`config.mk`:
```
export PLATFORM = sky130hd
export DESIGN_NAME = input_conditioner
export DESIGN_NICKNAME = d
export VERILOG_FILES = /design/src/rtl/input_conditioner.sv
export SDC_FILE = /design/constraint.sdc
export NUM_CORES = 1
export LEC_CHECK = 0
export BUFFER_PORTS_ARGS = -buffer_cell sky130_fd_sc_hd__buf_4
export CORE_MARGIN = 10
export CORE_UTILIZATION = 40
export DETAILED_ROUTE_END_ITERATION = 8
export PLACE_DENSITY = 0.61
export RECOVER_POWER = 50
export SKIP_CTS_REPAIR_TIMING = 1
export SLEW_MARGIN = 20
export SYNTH_ARGS = -nofsm -noshare
export SYNTH_HDL_FRONTEND = slang
export SYNTH_SLANG_ARGS = --single-unit
```
`constraint.sdc`:
```
create_clock -name Clk -period 1.6 [get_ports Clk]
set_input_delay 0 -clock Clk [delete_from_list [all_inputs] [get_ports Clk]]
set_output_delay 0 -clock Clk [all_outputs]
set_load 0.02 [all_outputs]
```
`src/rtl/input_conditioner.sv`:
```
// Multi-channel synchronizer and debouncer with registered edge pulses.
// Pulses stay suppressed until the flush counter reports the pipeline as settled.
module input_conditioner #(
    parameter int WIDTH     = 4,
    parameter int STAGES    = 3,
    parameter int DB_CYCLES = 16
) (
    input  logic             Clk,
    input  logic             Rst,
    input  logic [WIDTH-1:0] InSignal,
    output logic [WIDTH-1:0] OutSignal,
    output logic [WIDTH-1:0] RisePulse,
    output logic [WIDTH-1:0] FallPulse,
    output logic             Ready
);

    localparam int CNT_W = $clog2(DB_CYCLES + 1);
    localparam logic [CNT_W-1:0] CNT_MAX = CNT_W'(DB_CYCLES - 1);
    localparam logic [CNT_W-1:0] CNT_ONE = CNT_W'(1);
    localparam int FLUSH = STAGES + DB_CYCLES;
    localparam int RDY_W = $clog2(FLUSH);
    localparam logic [RDY_W-1:0] RDY_MAX = RDY_W'(FLUSH - 1);
    localparam logic [RDY_W-1:0] RDY_ONE = RDY_W'(1);

    logic [STAGES-1:0] sync_q [WIDTH];
    logic [CNT_W-1:0]  cnt_q  [WIDTH];
    logic [RDY_W-1:0]  rdy_cnt_q;
    logic [WIDTH-1:0]  sync_out;
    logic [WIDTH-1:0]  differ;
    logic [WIDTH-1:0]  accept;

    always_comb begin
        sync_out = '0;
        accept   = '0;
        for (int i = 0; i < WIDTH; i++) begin
            sync_out[i] = sync_q[i][STAGES-1];
        end
        differ = sync_out ^ OutSignal;
        for (int i = 0; i < WIDTH; i++) begin
            accept[i] = differ[i] && (cnt_q[i] == CNT_MAX);
        end
    end

    always_ff @(posedge Clk) begin
        if (Rst) begin
            for (int i = 0; i < WIDTH; i++) begin
                sync_q[i] <= '0;
                cnt_q[i]  <= '0;
            end
            OutSignal <= '0;
            RisePulse <= '0;
            FallPulse <= '0;
            rdy_cnt_q <= '0;
            Ready     <= 1'b0;
        end else begin
            for (int i = 0; i < WIDTH; i++) begin
                sync_q[i] <= {sync_q[i][STAGES-2:0], InSignal[i]};
                // A run of disagreement restarts from zero whenever it is broken or accepted.
                if (!differ[i] || accept[i]) begin
                    cnt_q[i] <= '0;
                end else begin
                    cnt_q[i] <= cnt_q[i] + CNT_ONE;
                end
            end
            OutSignal <= OutSignal ^ accept;
            RisePulse <= Ready ? (accept & sync_out)  : '0;
            FallPulse <= Ready ? (accept & ~sync_out) : '0;
            if (!Ready) begin
                if (rdy_cnt_q == RDY_MAX) begin
                    Ready <= 1'b1;
                end else begin
                    rdy_cnt_q <= rdy_cnt_q + RDY_ONE;
                end
            end
        end
    end

endmodule

```
==> out/results.ini <==
[setup_path]
crit_type=register to register
required_ps=1770
cp-start-kind=register
worstPathMaxFanout=5
critPathArrivalTime_ps=1730
cp-end-kind=register

[detailed_routing]
detail-route-antenna-nets=0
vias_per_cell=4.27
drt-pass1-iter-count=4
wl_per_cell_um=9.94
drc_errors=0
routed_wl_mm=2.96
drt_iter0_markers=24
vias=1273

[yosys]
synthArstFlopShare=0
synth_seq_cells=50
yosysSeqAreaShare=0.604
yosysTopAreaCell=dfxtp_1
netlist_instances=171
synth_most_common_cell=dfxtp_1
ys_types=23
netlist_area_um2=1990
synthFlopType=dfxtp_1
synth_commonest_cells=30 x dfxtp_1, 28 x nor2_1, 20 x edfxtp_1, 12 x nor2b_1, 11 x inv_1
synth_edf_count=20
synthTopCellsByArea=dfxtp_1 30%, edfxtp_1 30%, ha_1 6.3%
postSynthAreaPerCell_um2=11.6
synth_warnings=0
yosys.area.top_type_share=0.302

[cells_and_area]
post-route-cell-area_um2=2570
fin_nets=246
diodes=0
synthToLayoutAreaGrowth_pct=29.0
drive_gt1_frac=0.247
fill_cells=440

[clock_network]
clock_latency_ps=300
cts_tree=yes
cts_buffers=5
ctsRootBufferMaster=clkbuf_8
clock_sinks=50
cts_buffer_depth=2
cts_max_level=2
path_clk_slew_ps=80

[sta]
holdWs_ps=58.1
finalCriticalPeriod_ps=1560
tns_ps=0
hold_viol_final=0
finalClockSkew_ps=3.78
rsz0062_at_grt=yes
fmax_ghz=0.641
drv_slew=0
setup_viol=0
period_share=0.976

[global_routing]
grt_max_degree=28
grt_pass1_wl_mm=5.38
track_usage=0.0784
grt-ovfl-total=0
grt_pass1_vias=1245
antenna_found_initial=0

[floorplanning]
initial_core_util=0.416
die_h_um=90.5
io_pins=19
fp-row-count=25
die_x_um=90.5
coreArea_um2=4790
dieArea_um2=8190

[pwr]
peakVddDrop_v=0.000590
totalPowerFinal_uw=2360
p_leak_uw=0.000973
power_density_nw_per_um2=919

[place]
gp_congestion=0.734
post_dp_cell_area_um2=2360
io_buffers=18
dp_hpwl_mm=2.05

[flow_run]
maxCapViolCount=0

[hold_path]
hold_path.class=input port to register

[status]
outcome=finished, final reports clean

critical path, cell delays in order (launching register included):
cell	delay [ps]
edfxtp_1	410
ha_2	210
and3_4	180
ha_4	150
or3_4	370
nor2_2	110
metrics by stage:
step	utilization	worst slack (ps)	std cells
global route	0.536	-18.7	298
detailed placement	0.494	-26.8	283
global placement	0.494	-4.74	283
floorplan	-	3.68	190
CTS	0.516	-50.2	291
finish	0.536	39.2	298
logic make-up after synthesis:
kind of cell | after synthesis | share of synthesized area
flip-flops | 50 | 0.604
AND/OR/NAND/NOR | 72 | 0.206
buffers and inverters | 13 | 0.0245
adder cells (fa/ha/maj) | 10 | 0.0629
AO/OA/AOI/OAI | 7 | 0.0189
multiplexers | 4 | 0.0201
XOR/XNOR | 14 | 0.0616
other | 1 | 0.00188
cells in the final DEF (no fill, tap or decap), types with 3 or more instances in the layout:
| master | count |
|---|---|
| mux2i_1 | 4 |
| inv_1 | 11 |
| buf_4 | 15 |
| xor2_1 | 6 |
| xnor2_1 | 8 |
| dfxtp_1 | 30 |
| and3_4 | 3 |
| or3_4 | 4 |
| clkbuf_4 | 4 |
| edfxtp_1 | 20 |
| dlygate4sd3_1 | 4 |
| conb_1 | 20 |
| clkbuf_8 | 5 |
| clkbuf_1 | 14 |
| nand2_1 | 5 |
| nor2_2 | 16 |
| ha_2 | 6 |
| nor3b_1 | 9 |
| a21oi_1 | 3 |
| nand3_1 | 5 |
| nor2_1 | 12 |
| nor2b_1 | 12 |
| o21ai_0 | 3 |
area by class of cell:
| type | count | area [um^2] | area share |
|---|---|---|---|
| flip-flops and latches | 50 | 1200 | 0.468 |
| well taps | 67 | 83.8 | 0.0327 |
| clock inverters | 1 | 30.0 | 0.0117 |
| clock buffers | 7 | 76.3 | 0.0297 |
| multi-input cells | 127 | 906 | 0.353 |
| repair buffers | 35 | 228 | 0.0887 |
| inverters | 11 | 41.3 | 0.0161 |
per-layer routing:
layer  wire length [um]  track usage
met5                  0            0
met2               1410        0.122
met3                158       0.0324
met1               1340       0.0916
met4                 54       0.0358
flip-flops by register name (all words and copies together), names as in the netlist, named ones only:
register / cells
cnt_q: 20
sync_q: 12
rdy_cnt_q: 5
FallPulse: 4
RisePulse: 4
Ready: 1
path summary, 6_finish.rpt:
path / start / endpoint / slack (ps) / depth (start not counted)
setup / recovery: cnt_q[1][1]$_SDFFCE_PN0P_ / cnt_q[1][1]$_SDFFCE_PN0P_ / 40 / 5
hold / removal: Rst / register / 60 / 2
setup reg to reg: cnt_q[1][1]$_SDFFCE_PN0P_ / cnt_q[1][1]$_SDFFCE_PN0P_ / 40 / 5
hold reg to reg: sync_q[0][1]$_SDFF_PP0_ / sync_q[0][2]$_SDFF_PP0_ / 440 / 1
power breakdown:
| part | switching [uW] | internal, uW | leakage (uW) |
|---|---|---|---|
| sequential | 24.5 | 1360 | 0.000451 |
| clock | 391 | 468 | 0.0000524 |
| combinational | 55.3 | 60.0 | 0.000470 |
| total | 471 | 1890 | 0.000973 |
No activity file was read; power rests on OpenSTA's default activity.
